===== src/rtl/tff_count_sequencer.sv =====
// Sequencer for an external bank of toggle flip-flops: drives per-bit toggles so the
// bank counts modulo MODULUS up/down, and loads arbitrary values by toggle-and-verify.
module tff_count_sequencer #(
   parameter int WIDTH   = 4,
   parameter int MODULUS = 10
) (
   input  logic             clk,
   input  logic             rst,
   input  logic             i_start,
   input  logic             i_stop,
   input  logic             i_up,
   input  logic             i_load,
   input  logic [WIDTH-1:0] i_load_val,
   input  logic [WIDTH-1:0] i_q_in,
   output logic [WIDTH-1:0] o_t_out,
   output logic             o_busy,
   output logic             o_tc,
   output logic             o_load_done,
   output logic             o_err
);

   typedef enum logic [1:0] {
      S_IDLE,
      S_RUN,
      S_LOAD,
      S_VERIFY
   } state_t;

   // MODULUS may equal 2^WIDTH, so range checks use one extra bit.
   localparam logic [WIDTH:0]   MOD_EXT = (WIDTH+1)'(MODULUS);
   localparam logic [WIDTH-1:0] TOP_VAL = WIDTH'(MODULUS - 1);

   state_t           r_state;
   logic [WIDTH-1:0] r_val;
   logic             r_ret_run;
   logic             r_busy;
   logic             r_load_done;
   logic             r_err;

   state_t           w_state_nxt;
   logic [WIDTH-1:0] w_val_nxt;
   logic             w_ret_nxt;
   logic             w_done_nxt;
   logic             w_err_nxt;

   logic [WIDTH-1:0] w_up_t;
   logic [WIDTH-1:0] w_dn_t;
   logic             w_q_at_top;
   logic             w_q_oor;
   logic             w_q_zero;
   logic             w_load_ok;

   assign w_q_at_top = (i_q_in >= TOP_VAL);
   assign w_q_oor    = ({1'b0, i_q_in} >= MOD_EXT);
   assign w_q_zero   = (i_q_in == '0);
   assign w_load_ok  = ({1'b0, i_load_val} < MOD_EXT);

   // Binary ripple toggles: a bit flips when all lower bits are 1 (up) or all 0 (down).
   assign w_up_t[0] = 1'b1;
   assign w_dn_t[0] = 1'b1;
   for (genvar g = 1; g < WIDTH; g++) begin : g_toggle
      assign w_up_t[g] = &i_q_in[g-1:0];
      assign w_dn_t[g] = ~|i_q_in[g-1:0];
   end

   // NOTE: async reset lives in the sensitivity list; all state updates use <= so every
   // register samples the pre-edge values of the others.
   always_ff @(posedge clk or posedge rst) begin
      if (rst) begin
         r_state     <= S_IDLE;
         r_val       <= '0;
         r_ret_run   <= 1'b0;
         r_busy      <= 1'b0;
         r_load_done <= 1'b0;
         r_err       <= 1'b0;
      end else begin
         r_state     <= w_state_nxt;
         r_val       <= w_val_nxt;
         r_ret_run   <= w_ret_nxt;
         r_busy      <= (w_state_nxt != S_IDLE);
         r_load_done <= w_done_nxt;
         r_err       <= w_err_nxt;
      end
   end

   // NOTE: every output of this block is given a default first, so no path infers a latch.
   always_comb begin
      w_state_nxt = r_state;
      w_val_nxt   = r_val;
      w_ret_nxt   = r_ret_run;
      w_done_nxt  = 1'b0;
      w_err_nxt   = 1'b0;
      case (r_state)
         S_IDLE, S_RUN: begin
            if (i_load && w_load_ok) begin
               w_state_nxt = S_LOAD;
               w_val_nxt   = i_load_val;
               w_ret_nxt   = (r_state == S_RUN);
            end else begin
               // A rejected load still lets the lower-priority stop/start act.
               w_err_nxt = i_load;
               if (i_stop) begin
                  w_state_nxt = S_IDLE;
               end else if (i_start) begin
                  w_state_nxt = S_RUN;
               end
            end
         end
         S_LOAD: begin
            if (i_stop) begin
               w_ret_nxt = 1'b0;
            end else if (i_start) begin
               w_ret_nxt = 1'b1;
            end
            w_state_nxt = S_VERIFY;
         end
         S_VERIFY: begin
            if (i_stop) begin
               w_ret_nxt = 1'b0;
            end else if (i_start) begin
               w_ret_nxt = 1'b1;
            end
            if (i_q_in == r_val) begin
               w_done_nxt  = 1'b1;
               w_state_nxt = w_ret_nxt ? S_RUN : S_IDLE;
            end else begin
               w_state_nxt = S_LOAD;
            end
         end
         default: w_state_nxt = S_IDLE;
      endcase
   end

   always_comb begin
      o_t_out = '0;
      o_tc    = 1'b0;
      case (r_state)
         S_RUN: begin
            if (i_up) begin
               if (w_q_at_top) begin
                  o_t_out = i_q_in;
                  o_tc    = 1'b1;
               end else begin
                  o_t_out = w_up_t;
               end
            end else begin
               if (w_q_zero || w_q_oor) begin
                  o_t_out = i_q_in ^ TOP_VAL;
                  o_tc    = 1'b1;
               end else begin
                  o_t_out = w_dn_t;
               end
            end
         end
         S_LOAD:  o_t_out = i_q_in ^ r_val;
         default: o_t_out = '0;
      endcase
   end

   assign o_busy      = r_busy;
   assign o_load_done = r_load_done;
   assign o_err       = r_err;

endmodule

===== config.mk =====
export PLATFORM = sky130hd
export DESIGN_NAME = tff_count_sequencer
export DESIGN_NICKNAME = d
export VERILOG_FILES = /design/src/rtl/tff_count_sequencer.sv
export SDC_FILE = /design/constraint.sdc
export NUM_CORES = 1
export LEC_CHECK = 0
export CORE_MARGIN = 3
export CORE_UTILIZATION = 40
export CTS_CLUSTER_DIAMETER = 100
export DETAILED_ROUTE_END_ITERATION = 16
export GPL_TIMING_DRIVEN = 0
export MAX_ROUTING_LAYER = met4
export PLACE_DENSITY = 0.68
export SLEW_MARGIN = 10
export SYNTH_ARGS = -nofsm -noshare
export SYNTH_HDL_FRONTEND = slang
export SYNTH_SLANG_ARGS = --single-unit

===== constraint.sdc =====
create_clock -name clk -period 4.5 [get_ports clk]
set_input_delay 0.9 -clock clk [delete_from_list [all_inputs] [get_ports clk]]
set_output_delay 0.9 -clock clk [all_outputs]
set_load 0.01 [all_outputs]

=== After elaboration in Yosys (flattened, before gate mapping) ===
Cells that the tools add are included.

* Bits in registers: 10
* Input port bits: 14
* Output and inout port bits: 8
* Word-level logic and storage cells: 53

* $lt $le $gt $ge: 3
* Equality and inequality tests: 5
* Mux-type cells: 23
* Bitwise logic cells: 2
* Reduce and logical (&&, ||, !) cells: 14

{| class="wikitable"
|+ Operators by type and width
! kind !! number
|-
| $mux 1 || 13
|-
| $mux 4 || 3
|-
| $ge 4x4->1 const B || 2
|-
| $mux 2 || 4
|-
| $pmux 4 s2 || 1
|-
| $pmux 2 s3 || 1
|-
| $eq 2x2->1 const B || 2
|-
| $eq 4x4->1 || 1
|-
| $logic_not 4->1 || 1
|-
| $lt 4x4->1 const B || 1
|-
| $reduce_and 2->1 || 2
|-
| $reduce_or 2->1 || 2
|-
| $xor 4x4->4 || 1
|-
| $logic_not 1->1 || 3
|-
| $pmux 1 s3 || 1
|-
| $reduce_and 3->1 || 1
|-
| $reduce_or 3->1 || 1
|-
| $eq 2x1->1 const B || 1
|-
| $logic_not 2->1 || 1
|-
| $ne 2x2->1 const B || 1
|-
| $not 2->2 || 1
|-
| $reduce_bool 2->1 || 1
|-
| $logic_and 1x1->1 || 1
|-
| $logic_or 1x1->1 || 1
|}

=== Logic depth before layout (Yosys ltp) ===
* Word-level depth: 7
* Mapped depth: 5
* Gate-level depth less buffers: 5

=== Least setup slack after synthesis ===
OpenSTA, ideal clock, no wires.

* Path type: input-to-output
* Start point: in i_q_in[0]
* End point: out o_t_out[3]
* Data arrival time: 1735 ps
* Required time: 3600 ps
* Slack: 1865 ps
* Stages: 4
* Buffers on the path: 1
* Cell sequence: buf_6 -> nor4_2 -> a21oi_1 -> a211oi_1

* Cells in the longest elaborated chain, start to end: 5
* Elaborated cells between the ends (all ways): 11
* Classes of those cells: order compare: 2; mux: 4; reduce/logical: 5

{| class="wikitable"
|+ Ends and longest elaborated chain
! element !! line !! RTL
|-
| from (decl) || 14 || <nowiki>input logic [WIDTH-1:0] i_q_in,</nowiki>
|-
| $ge 4x4->1 (tied with other cells) || 54 || <nowiki>assign w_q_oor = ({1'b0, i_q_in} >= MOD_EXT);</nowiki>
|-
| $logic_or 1x1->1 / $logic_not 1->1 (equally long branches) || 147, 63 ||
|-
| $mux 4 || 147 || <nowiki>if (w_q_zero || w_q_oor) begin</nowiki>
|-
| $mux 4 (*) || 139 || <nowiki>if (i_up) begin</nowiki>
|-
| $pmux 4 s2 (*) || 137 || <nowiki>case (r_state)</nowiki>
|-
| to (decl) || 15 || <nowiki>output logic [WIDTH-1:0] o_t_out,</nowiki>
|}

Every way passes the cells marked *; elsewhere a longest branch is shown, timed or not.

=== Worst setup path in the final report ===
* Start point: in i_up
* End point: out o_t_out[1]

* Cells in the longest elaborated chain, start to end: 2

{| class="wikitable"
|+ Ends and longest elaborated chain
! element !! line !! RTL
|-
| from (decl) || 11 || <nowiki>input logic i_up,</nowiki>
|-
| $mux 4 || 139 ||
|-
| $pmux 4 s2 || 137 ||
|}

No other way between the ends.

==> metrics.txt <==
Slew @ Worst Pin 429 ps; area of the core 1980 um2; CTS Buffer Depth 2; total global routing overflow 0; Starting Density 0.431; Hold Crit Class reg -> reg; placed cells 135; dominant cell type by area after synthesis dfrtp_1; FILL cells 180; share of cells above drive strength 1 0.180; Avg Cell Area, Syn 9.48 um2; initial drt markers 18; Reg area 250 um2; Hold Path Sink r_val[0]; largest net degree at the start of global routing 11; Finished Layout Cells 138; Arr. time, crit path roughly 2700 ps; synth top area cells dfrtp_1, ha_1, xor2_1; Hold Crit Depth 1; post-synthesis sequential area ratio 0.293; dominant synthesized flop cell dfrtp_1; Synth top area share 0.293; DPL Wire Length ~1500 um; CP required approximately 3600 ps; Leak 0.468 nW; via-per-instance ratio 5.49; flop2flop setup slack ~2800 ps; Pre-antenna DRT Iters 4; Hold Vio Cnt, Final 0; Post-CTS Setup Bufs 0; Die Y 52.2 um; crit path kind in -> out; worst hold slack 532 ps; FF+latch count, synth 10; CTS Sinks 10; multi-input logic area 515 um2; post-synthesis async set-or-reset flop share 1.00; Critical Path Start i_up; Post-synth EDFFs 0; Power Dens Cells between 400 and 500 nW/um2; initial antenna violation count 0; clock latency on the worst-skew pair 260 ps; Num CTS Buffers 3; library cells used by synthesis 39; Die W 52.2 um; vias in the first global route 787; origin of the critical flop-to-flop path r_state[1]; period utilization 0.805; # DRC 0; max cap viols 0; total power 0.534 mW; Tmin final 3620 ps; nets@finish 131; # diodes 0; # IOs 22; status completed; RSZ-0062 raised after global routing false; Slew Viols, Final 0; Cells after Synth 90; Startpoint Class primary input; Row Count 16; Die ar. 2720 um2; Port Buf Inserts 18; via count 758; Peak supply drop 0.000246 V; Max-Slew Margin vs Limit 0.707; Yosys warning total 0; FMAX between 0.2 and 0.3 GHz; Routed WL per cell between 10 and 15 um; Crit Reg-Reg Endpoint r_val[1]; post_cts resized 0; Syn Nets between 100 and 150; hold path start r_val[0]; routability cong. 0.723; hold buffers post-CTS 0; global-route wire length before repair 3350 um; Area Growth Syn to Fin 27.7%; Total Routing Usage GR 0.169; Root Driver clkbuf_4; Post-Syn Area 853 um2; Crit. End Element primary output; drt total wl around 2000 um; Clock Skew between 2 and 2.5 ps; Worst Path Max Fanout 7; Util after Layout 0.550; setup_tns 0 ps; CTS H-tree lvls 1; FF-to-FF path depth 5; post-route ant nets 0; CTS tree yes; Clock Pin Slew Worst Setup and Hold Paths about 60 ps; endpoints failing setup 0
==> synth_stat cells (2+ instances only) <==
| master | n |
|---|---|
| nand2_1 | 5 |
| clkbuf_8 | 2 |
| xor2_1 | 5 |
| and3_1 | 2 |
| nor2_1 | 7 |
| inv_1 | 7 |
| o21ai_2 | 2 |
| mux2_2 | 3 |
| a211oi_1 | 3 |
| xnor2_1 | 2 |
| buf_6 | 3 |
| dfrtp_1 | 10 |
| o22a_1 | 2 |
| ha_1 | 4 |
| a21oi_1 | 5 |
| a2111oi_0 | 2 |
| o21ai_0 | 4 |
==> kinds of logic after synthesis <==
logic type,share of synthesized area
compound gates,0.257
xor+xnor,0.0718
fa+ha+maj,0.0587
buf+inv,0.103
flops,0.293
mux,0.0396
simple gates,0.177
==> worst max-delay path by stage <==
stage / endpoint / cells past startpoint / slack [ps]
6_report: o_t_out[1] / 5 / 880
5_1_grt: o_t_out[1] / 5 / 770
4_1_cts: o_t_out[1] / 5 / 900
3_5_place_dp: o_t_out[1] / 5 / 900
3_3_place_gp: o_t_out[1] / 5 / 910
2_1_floorplan: o_t_out[3] / 4 / 1860
==> power breakdown <==
part           internal (mW)  total [mW]  switching (mW)
clock network         0.0308      0.0593          0.0285
logic                  0.157       0.315           0.158
registers              0.127       0.160          0.0332
==> layer usage <==
metal  track usage  vias to the layer above  share of wire
met3        0.0427                        4          0.049
met4        0.0553                        0          0.012
li1              -                      371              -
met5             -                        -              0
met1         0.191                      363           0.43
met2         0.291                       20           0.51
==> sequential cells by signal (all words and copies together), names as in the netlist <==
register and count:
o_busy 1, o_err 1, o_load_done 1, r_ret_run 1, r_state 2, r_val 4
==> stage by stage <==
step,instance area [um2],setup WS [ps]
after floorplan,853,1860
after global placement,1070,911
after detailed placement,1070,898
after CTS,1090,895
after global routing,1090,767
final,1090,879
==> worst max-delay path, stage by stage <==
cell and delay [ps]:
clkdlybuf4s50_1 640, nand2_1 150, a2bb2oi_1 150, a311oi_1 290, clkdlybuf4s50_1 590
==> layout by cell type (no fill, tap or decap), types with 2 or more instances in the layout <==
cell,Yosys,final
xnor2_1,2,2
inv_1,7,7
nor2_1,7,7
clkbuf_8,2,2
o21ai_2,2,2
xor2_1,5,5
clkbuf_4,0,3
mux2_2,3,3
and3_1,2,2
a2111oi_0,2,2
clkdlybuf4s50_1,0,18
dfrtp_1,10,10
ha_1,4,4
o22a_1,2,2
a21oi_1,5,5
buf_6,3,3
a211oi_1,3,3
o21ai_0,4,4
nand2_1,5,5
==> layout make-up <==
type / instances / share of cell area
plain buffers: 5 / 0.0563
clock buffers: 3 / 0.0207
inverters: 7 / 0.0241
multi-input cells: 68 / 0.473
flip-flops and latches: 10 / 0.230
well taps: 27 / 0.0310
repair buffers: 18 / 0.165
No activity file was read; power rests on OpenSTA's default activity.
